File: src/rtl/fifo_rd_pkg.sv
// fifo_rd_pkg
// Shared definitions for the FIFO burst reader: the controller state
// encoding and the default data / length widths used by the top level,
// the stream interface and the holding buffer.
package fifo_rd_pkg;

    localparam int DEF_DATA_W = 8;
    localparam int DEF_LEN_W  = 8;

    typedef enum logic [1:0] {
        IDLE = 2'd0,
        READ = 2'd1,
        DONE = 2'd2
    } state_t;

endpackage

File: src/rtl/fifo_burst_reader_if.sv
// fifo_burst_reader_if
// Valid/ready byte stream produced by the burst reader.
//   data  : stream payload
//   valid : payload present
//   last  : payload is the final byte of the burst
//   ready : downstream accepts the payload this cycle
// master modport is the producer (the reader), slave is the consumer.
interface fifo_burst_reader_if
    import fifo_rd_pkg::*;
#(
    parameter int DATA_W = DEF_DATA_W
);

    logic [DATA_W-1:0] data;
    logic              valid;
    logic              last;
    logic              ready;

    modport master (
        output data,
        output valid,
        output last,
        input  ready
    );

    modport slave (
        input  data,
        input  valid,
        input  last,
        output ready
    );

endinterface

File: src/rtl/fifo_rd_skid.sv
// fifo_rd_skid
// Two-entry in-order holding buffer that absorbs the FIFO read latency.
//   clk, rst_n : clock, asynchronous active-low reset
//   wr_en      : write wr_data at the tail this cycle
//   wr_data    : byte returned by the FIFO
//   pop        : head entry consumed this cycle (only while occ != 0)
//   head       : oldest buffered byte
//   occ        : number of buffered entries (0..2)
// The writer guarantees there is never a write into a full buffer
// without a simultaneous pop.
module fifo_rd_skid
    import fifo_rd_pkg::*;
#(
    parameter int DATA_W = DEF_DATA_W
) (
    input  logic              clk,
    input  logic              rst_n,
    input  logic              wr_en,
    input  logic [DATA_W-1:0] wr_data,
    input  logic              pop,
    output logic [DATA_W-1:0] head,
    output logic [1:0]        occ
);

    logic [DATA_W-1:0] ent0;
    logic [DATA_W-1:0] ent1;
    logic [1:0]        occ_q;
    logic              widx;

    // Tail slot after this cycle's pop has shifted the entries down.
    assign widx = (occ_q == 2'd2) || ((occ_q == 2'd1) && !pop);

    always_ff @(posedge clk or negedge rst_n) begin
        if (!rst_n) begin
            ent0  <= '0;
            ent1  <= '0;
            occ_q <= 2'd0;
        end else begin
            if (pop) begin
                ent0 <= ent1;
            end
            // A write into slot 0 during a pop must override the shift above.
            if (wr_en) begin
                if (widx) begin
                    ent1 <= wr_data;
                end else begin
                    ent0 <= wr_data;
                end
            end
            occ_q <= occ_q + {1'b0, wr_en} - {1'b0, pop};
        end
    end

    assign head = ent0;
    assign occ  = occ_q;

endmodule

File: src/rtl/fifo_burst_reader.sv
// fifo_burst_reader
// Read-side burst engine for the byte FIFO. A start command pops exactly
// len bytes, buffers the FIFO's one-cycle read latency in fifo_rd_skid and
// presents the bytes as a valid/ready stream with a last marker.
//   clk, rst_n  : clock, asynchronous active-low reset
//   start, len  : burst request and length, sampled only in IDLE
//   busy        : burst in progress
//   done        : one-cycle pulse at burst end
//   fifo_rd_en  : pop request to the FIFO
//   fifo_dout   : FIFO read data, valid the cycle after a pop
//   fifo_empty  : FIFO empty flag
//   m           : output stream (data / valid / last / ready)
//   rd_count    : bytes handshaken in the current burst
module fifo_burst_reader
    import fifo_rd_pkg::*;
#(
    parameter int DATA_W = DEF_DATA_W,
    parameter int LEN_W  = DEF_LEN_W
) (
    input  logic                       clk,
    input  logic                       rst_n,
    input  logic                       start,
    input  logic [LEN_W-1:0]           len,
    output logic                       busy,
    output logic                       done,
    output logic                       fifo_rd_en,
    input  logic [DATA_W-1:0]          fifo_dout,
    input  logic                       fifo_empty,
    fifo_burst_reader_if.master        m,
    output logic [LEN_W-1:0]           rd_count
);

    localparam logic [LEN_W-1:0] LEN_ONE = LEN_W'(1);

    state_t            state;
    state_t            state_nxt;
    logic [LEN_W-1:0]  len_q;
    logic [LEN_W-1:0]  issued;
    logic              inflight;
    logic [1:0]        occ;
    logic [DATA_W-1:0] head;
    logic              pop;
    logic [2:0]        slots;

    assign pop = m.valid && m.ready;

    // Buffer entries still claimed after this cycle: what is held plus the
    // byte on its way back from the FIFO, minus the one leaving downstream.
    // occ == 0 forces pop == 0, so this never underflows.
    assign slots = {1'b0, occ} + {2'b00, inflight} - {2'b00, pop};

    always_ff @(posedge clk or negedge rst_n) begin
        if (!rst_n) begin
            state <= IDLE;
        end else begin
            state <= state_nxt;
        end
    end

    always_comb begin
        state_nxt = state;
        unique case (state)
            IDLE: begin
                if (start) begin
                    state_nxt = (len == '0) ? DONE : READ;
                end
            end
            READ: begin
                if (pop && m.last) begin
                    state_nxt = DONE;
                end
            end
            DONE:    state_nxt = IDLE;
            default: state_nxt = IDLE;
        endcase
    end

    always_comb begin
        busy       = 1'b0;
        done       = 1'b0;
        fifo_rd_en = 1'b0;
        unique case (state)
            READ: begin
                busy       = 1'b1;
                fifo_rd_en = !fifo_empty && (issued < len_q) && (slots < 3'd2);
            end
            DONE:    done = 1'b1;
            default: ;
        endcase
    end

    always_ff @(posedge clk or negedge rst_n) begin
        if (!rst_n) begin
            len_q    <= '0;
            issued   <= '0;
            rd_count <= '0;
            inflight <= 1'b0;
        end else begin
            inflight <= fifo_rd_en;
            if ((state == IDLE) && start) begin
                len_q    <= len;
                issued   <= '0;
                rd_count <= '0;
            end else begin
                if (fifo_rd_en) begin
                    issued <= issued + LEN_ONE;
                end
                if (pop) begin
                    rd_count <= rd_count + LEN_ONE;
                end
            end
        end
    end

    // The byte requested last cycle is on fifo_dout now.
    fifo_rd_skid #(
        .DATA_W (DATA_W)
    ) u_skid (
        .clk     (clk),
        .rst_n   (rst_n),
        .wr_en   (inflight),
        .wr_data (fifo_dout),
        .pop     (pop),
        .head    (head),
        .occ     (occ)
    );

    assign m.valid = (occ != 2'd0);
    assign m.data  = head;
    assign m.last  = m.valid && (rd_count == (len_q - LEN_ONE));

endmodule

File: src/flat_wrapper.sv
// flat-port wrapper written by rule: the top's interface ports become plain ports
module fifo_burst_reader_flat import fifo_rd_pkg::*;
#(
    parameter int DATA_W = DEF_DATA_W,
    parameter int LEN_W  = DEF_LEN_W
)
  (clk, rst_n, start, len, busy, done, fifo_rd_en, fifo_dout, fifo_empty, rd_count, m_data, m_valid, m_last, m_ready);
  fifo_burst_reader_if #(.DATA_W(DATA_W)) m_i ();
  input  logic clk;
  input  logic rst_n;
  input  logic start;
  input  logic [LEN_W-1:0] len;
  output logic busy;
  output logic done;
  output logic fifo_rd_en;
  input  logic [DATA_W-1:0] fifo_dout;
  input  logic fifo_empty;
  output logic [LEN_W-1:0] rd_count;
  output wire logic [$bits(m_i.data)-1:0] m_data;
  output wire logic [$bits(m_i.valid)-1:0] m_valid;
  output wire logic [$bits(m_i.last)-1:0] m_last;
  input wire logic [$bits(m_i.ready)-1:0] m_ready;
  assign m_data = m_i.data;
  assign m_valid = m_i.valid;
  assign m_last = m_i.last;
  assign m_i.ready = m_ready;
  fifo_burst_reader #(.DATA_W(DATA_W), .LEN_W(LEN_W)) u_core (.clk(clk), .rst_n(rst_n), .start(start), .len(len), .busy(busy), .done(done), .fifo_rd_en(fifo_rd_en), .fifo_dout(fifo_dout), .fifo_empty(fifo_empty), .m(m_i), .rd_count(rd_count));
endmodule
File: config.mk
export PLATFORM = sky130hd
export DESIGN_NAME = fifo_burst_reader_flat
export DESIGN_NICKNAME = d
export VERILOG_FILES = /design/src/rtl/fifo_rd_pkg.sv /design/src/rtl/fifo_burst_reader_if.sv /design/src/rtl/fifo_rd_skid.sv /design/src/rtl/fifo_burst_reader.sv /design/src/flat_wrapper.sv
export SDC_FILE = /design/constraint.sdc
export NUM_CORES = 1
export LEC_CHECK = 0
export CAP_MARGIN = 20
export CORE_UTILIZATION = 35
export CTS_CLUSTER_DIAMETER = 120
export DETAILED_ROUTE_END_ITERATION = 7
export SKIP_LAST_GASP = 1
export SYNTH_ARGS = -nofsm -noshare
export SYNTH_HDL_FRONTEND = slang
export SYNTH_SLANG_ARGS = --single-unit
export TNS_END_PERCENT = 1
File: constraint.sdc
create_clock -name clk -period 8.8 [get_ports clk]
set_input_delay 1.32 -clock clk [delete_from_list [all_inputs] [get_ports clk]]
set_output_delay 1.32 -clock clk [all_outputs]
set_load 0.05 [all_outputs]
### After elaboration in Yosys (flattened, before gate mapping)

Index checks and enable logic that the tools add are counted.

| cells by class | value |
|---|---|
| add/subtract/negate cells | 7 |
| order comparisons | 2 |
| eq/ne operators | 7 |
| muxes and demuxes | 14 |
| reductions and logical operators | 17 |

Operator list:

| kind | count |
|---|---|
| 2-to-1 mux 8 bit | 7 |
| adder 8 x 1 -> 8 bit, second input constant | 2 |
| == test 8 bit | 1 |
| zero test 8 bit | 1 |
| < comparator 8 bit | 1 |
| subtractor 8 x 1 -> 8 bit, second input constant | 1 |
| logical AND 1 bit | 7 |
| 2-to-1 mux 2 bit | 3 |
| nonzero test 2 bit | 3 |
| == test 2 x 1 -> 1 bit, second input constant | 2 |
| == test 2 bit, second input constant | 2 |
| case mux 2 bit (2 select lines) | 1 |
| AND reduction 2 bit | 2 |
| adder 2 x 1 -> 3 bit | 1 |
| < comparator 3 x 2 -> 1 bit, second input constant | 1 |
| 2-to-1 mux 1 bit | 3 |
| subtractor 3 x 1 -> 3 bit | 1 |
| adder 2 x 1 -> 2 bit | 1 |
| zero test 1 bit | 2 |
| zero test 2 bit | 1 |
| != test 2 x 1 -> 1 bit, second input constant | 1 |
| != test 2 bit, second input constant | 1 |
| subtractor 2 x 1 -> 2 bit | 1 |
| logical OR 1 bit | 1 |

| word-level totals | value |
|---|---|
| flip-flop bits (word level) | 45 |
| bits of input ports | 21 |
| output and inout bits | 21 |
| logic and storage cells | 55 |

### Logic depth before layout (Yosys ltp)

| logic depth | value |
|---|---|
| depth in word-level cells | 8 |
| mapped depth | 13 |
| gate-level depth less buffers | 12 |

### By module

From an unflattened synthesis, not the netlist that was laid out.

| unflattened totals | value |
|---|---|
| cells, all modules | 287 |
| area total of the unflattened synthesis | 2790.2 µm² |

Modules (own cells, without submodules):

| module | instances | cells each | area each (µm²) | seq. area each (µm²) |
|---|---|---|---|---|
| fifo_burst_reader | 1 | 186 | 1691.6 | 675.6 |
| fifo_rd_skid | 1 | 101 | 1098.6 | 450.4 |

### Worst setup path after synthesis

Ideal clock, no wire load.

| timing path | value |
|---|---|
| kind | in2out |
| start | in m_ready |
| end | out fifo_rd_en |
| arrival time | 3.681 ns |
| required time | 7.480 ns |
| setup slack | 3.799 ns |
| cell stages on the path | 10 |
| buffers on the path | 1 |
| path through | nand2_1 inv_1 buf_1 ha_1 inv_1 ha_1 fa_1 nor3_1 nand3_1 a21oi_2 |

| between the ends | value |
|---|---|
| cells in the longest elaborated chain, start to end | 5 |

RTL lines:

| what | line | source |
|---|---|---|
| start, declared | flat_wrapper.sv:22 | `input wire logic [$bits(m_i.ready)-1:0] m_ready;` |
| logical AND 1 bit | fifo_burst_reader.sv:45 | `assign pop = m.valid && m.ready;` |
| subtractor 3 x 1 -> 3 bit | fifo_burst_reader.sv:50 | `assign slots = {1'b0, occ} + {2'b00, inflight} - {2'b00, pop};` |
| via u_core.slots[1] | fifo_burst_reader.sv:43 | `logic [2:0] slots;` |
| < comparator 3 x 2 -> 1 bit | fifo_burst_reader.sv:85 | `fifo_rd_en = !fifo_empty && (issued < len_q) && (slots < 3'd2);` |
| logical AND 1 bit | fifo_burst_reader.sv:85 |  |
| 2-to-1 mux 1 bit | fifo_burst_reader.sv:82 | `unique case (state)` |
| end, declared | flat_wrapper.sv:15 | `output logic fifo_rd_en;` |

The timed path passes the listed nets, and every way through them passes these cells.

### Final worst setup path

Same ends and word-level chain as after synthesis.

==> impl_metrics.sql <==
INSERT INTO impl_metrics (metric_group, metric, value, unit) VALUES
('power', 'pwr-share-comb', '0.473', ''),
('cells_and_area', 'layout.cell_area.non_filler', '0.00308', 'mm²'),
('cells_and_area', 'final-seq-area', '0.00113', 'mm²'),
('floorplan', 'design.core.area', '0.00679', 'mm²'),
('synthesis', 'syn_avg_cell_area', '9.57', 'µm²'),
('worst_setup_path', 'timing.reg2reg.setup_slack', '4.97', 'ns'),
('cells_and_area', 'nets_final', '331', ''),
('cts', 'clock_tree.root_cell', 'sky130_fd_sc_hd__clkbuf_8', ''),
('floorplan', 'fp-row-count', '30', ''),
('synthesis', 'syn-instance-count', '256', ''),
('worst_setup_path', 'cpLargestDelayFamily', 'buffers and inverters', ''),
('grt', 'grt_overflow_total', '0', ''),
('cts', 'tritoncts_num_sinks', '45', ''),
('worst_setup_path', 'cp.buffers_inverters', '4', ''),
('worst_setup_path', 'cp_cell_sequence', 'clkdlybuf4s50_1, nand2_1, inv_1, ha_1, inv_1, ha_1, fa_1, nor3_1, nand3_1, a21oi_2, clkdlybuf4s50_1', ''),
('detailed_routing', 'detailedRoute.firstPassIterationCount', '6', ''),
('synthesis', 'top_post_synthesis_cells_by_area', 'sky130_fd_sc_hd__dfrtp_1 46%, sky130_fd_sc_hd__ha_1 6.1%, sky130_fd_sc_hd__nand2_1 6.1%', ''),
('floorplan', 'fp.dieArea', '0.00734', 'mm²'),
('grt', 'grt_first_pass_wirelength', '8980', 'µm'),
('sta', 'unrepaired_setup_endpoints_after_global_routing', 'false', ''),
('place', 'pre_cts_ws', '2.33', 'ns'),
('synthesis', 'postSynthNetCount', '290', ''),
('synthesis', 'mappedNetlistArea', '0.00245', 'mm²'),
('floorplan', 'die_height', '85.7', 'µm'),
('cells_and_area', 'final.fill_count', '662', ''),
('power', 'vdd_ir_drop_max', '173', 'µV'),
('detailed_routing', 'wl_per_cell', '13.3', 'µm'),
('cts', 'cts.repair_timing.setup_buffer_count', '0', ''),
('worst_setup_path', 'timing.critical_path.required', '7.48', 'ns'),
('cells_and_area', 'drive_above_1_share', '0.101', ''),
('sta', 'min_period', '6.44', 'ns'),
('cells_and_area', 'layout.core_utilization', '0.453', ''),
('synthesis', 'synth_warnings', '0', ''),
('detailed_routing', 'antenna_violating_nets_post_route', '0', ''),
('cells_and_area', 'n_antenna_cell', '0', ''),
('cells_and_area', 'fin_cells', '394', ''),
('place', 'detailed_place.area', '0.00294', 'mm²'),
('place', 'port_buffers', '41', ''),
('detailed_routing', 'detail_route.drc_violations', '1', ''),
('hold_path', 'hold_class', 'reg2reg', ''),
('worst_setup_path', 'crit_type', 'in2out', ''),
('grt', 'first_global_vias', '1906', ''),
('sta', 'setup_viol', '0', ''),
('power', 'p_switching', '402', 'µW'),
('worst_setup_path', 'critical_path.reg2reg.startpoint', 'u_core.u_skid.occ[1]$_DFF_PN0_', ''),
('detailed_routing', 'm1WireLength', '2590', 'µm'),
('hold_path', 'hold_depth', '1', ''),
('job', 'drv_cap', '0', ''),
('worst_setup_path', 'worst_path_max_delay_cell', 'sky130_fd_sc_hd__clkdlybuf4s50_1', ''),
('synthesis', 'synth_edf_count', '0', ''),
('power', 'power.share.clock', '0.146', ''),
('floorplan', 'boundaryPins', '42', ''),
('sta', 'final-max-slew-violation-count', '0', ''),
('detailed_routing', 'routed-via-count', '1892', ''),
('synthesis', 'synthFlopType', 'sky130_fd_sc_hd__dfrtp_1', ''),
('place', 'detailedPlacementHpwl', '3890', 'µm'),
('worst_setup_path', 'setup.worst_path.end_class', 'output port', ''),
('worst_setup_path', 'worst-r2r-cell-count', '12', ''),
('place', 'place.detailed.instances', '384', ''),
('worst_setup_path', 'worst-path-max-fanout', '14', ''),
('power', 'power.leakage', '1.33', 'nW'),
('worst_setup_path', 'category_of_the_worst_setup_path_launch_point', 'primary input', ''),
('power', 'p_total', '902', 'µW'),
('hold_path', 'min-delay-start', 'u_core.u_skid.ent1[6]$_DFFE_PN0P_', ''),
('run_status', 'outcome', 'finished, violations left', ''),
('run_status', 'failed_checks', 'DRC', ''),
('cts', 'cts.reportedPaths.clkPinSlew', '0.08', 'ns'),
('detailed_routing', 'initialDrtViolationCount', '88', ''),
('cts', 'post_cts_hold_buffer_count', '0', ''),
('sta', 'timing.final.ws_setup', '2.36', 'ns'),
('sta', 'maximum_operating_frequency', '155', 'MHz');
-- sequential cells by signal (all words and copies together) (netlist names) --
register            cells
u_core.state            2
u_core.rd_count         8
u_core.u_skid.head      8
u_core.inflight         1
u_core.u_skid.ent1      8
u_core.issued           8
u_core.len_q            8
u_core.u_skid.occ       2
-- how the worst max path moves through the flow --
stage          startpoint         end  cells after the start
2_1_floorplan     m_ready  fifo_rd_en                     10
3_3_place_gp      m_ready  fifo_rd_en                     11
3_5_place_dp      m_ready  fifo_rd_en                     11
4_1_cts           m_ready  fifo_rd_en                     11
5_1_grt           m_ready  fifo_rd_en                     11
6_report          m_ready  fifo_rd_en                     11
-- power by group through the flow --
stage / clock, mW / combinational [mW] / sequential [mW]
2_1_floorplan: 0 / 0.209 / 0.437
3_3_place_gp: 0 / 0.422 / 0.347
3_5_place_dp: 0 / 0.429 / 0.347
4_1_cts: 0.134 / 0.430 / 0.344
5_1_grt: 0.143 / 0.466 / 0.353
6_report: 0.131 / 0.427 / 0.343
-- synth_stat cells, types with 2 or more instances --
| cell | count |
|---|---|
| sky130_fd_sc_hd__nand3_1 | 9 |
| sky130_fd_sc_hd__nor2_1 | 27 |
| sky130_fd_sc_hd__nand2b_1 | 2 |
| sky130_fd_sc_hd__nor3_1 | 5 |
| sky130_fd_sc_hd__a31oi_1 | 8 |
| sky130_fd_sc_hd__o21ai_0 | 11 |
| sky130_fd_sc_hd__a211oi_1 | 3 |
| sky130_fd_sc_hd__mux2_2 | 8 |
| sky130_fd_sc_hd__xnor2_1 | 12 |
| sky130_fd_sc_hd__ha_1 | 12 |
| sky130_fd_sc_hd__a2111oi_2 | 2 |
| sky130_fd_sc_hd__nand2_1 | 40 |
| sky130_fd_sc_hd__dfrtp_1 | 45 |
| sky130_fd_sc_hd__nor4_1 | 2 |
| sky130_fd_sc_hd__and3_1 | 4 |
| sky130_fd_sc_hd__and2_1 | 2 |
| sky130_fd_sc_hd__a21oi_1 | 4 |
| sky130_fd_sc_hd__xor2_1 | 9 |
| sky130_fd_sc_hd__clkbuf_1 | 7 |
| sky130_fd_sc_hd__a21oi_2 | 3 |
| sky130_fd_sc_hd__inv_1 | 18 |
| sky130_fd_sc_hd__mux2i_1 | 2 |
| sky130_fd_sc_hd__a211o_1 | 2 |
| sky130_fd_sc_hd__or2_2 | 2 |
-- layer usage --
layer / GRT usage / vias up
met5: 0 / -
met4: 0.0455 / 0
met3: 0.0298 / 5
met2: 0.252 / 25
met1: 0.216 / 912
li1: - / 950
-- cells by family (layout without fill, tap and decap cells) --
kind of cell / Yosys count / count (layout) / share of synthesized area
AND/OR/NAND/NOR: 98 / 98 / 0.180
flip-flops: 45 / 45 / 0.460
AO/OA/AOI/OAI: 42 / 42 / 0.129
buffers and inverters: 27 / 69 / 0.0419
XOR/XNOR: 21 / 21 / 0.0751
adder cells (fa/ha/maj): 13 / 13 / 0.0695
multiplexers: 10 / 10 / 0.0449
-- final cells by class --
cell class,instances,share of cell area
Clock buffer,5,0.0223
Clock inverter,3,0.00731
Inverter,18,0.0219
Multi-Input combinational cell,184,0.397
Sequential cell,45,0.366
Tap cell,96,0.0390
Timing Repair Buffer,43,0.147
(Power assumes the default switching activity.)
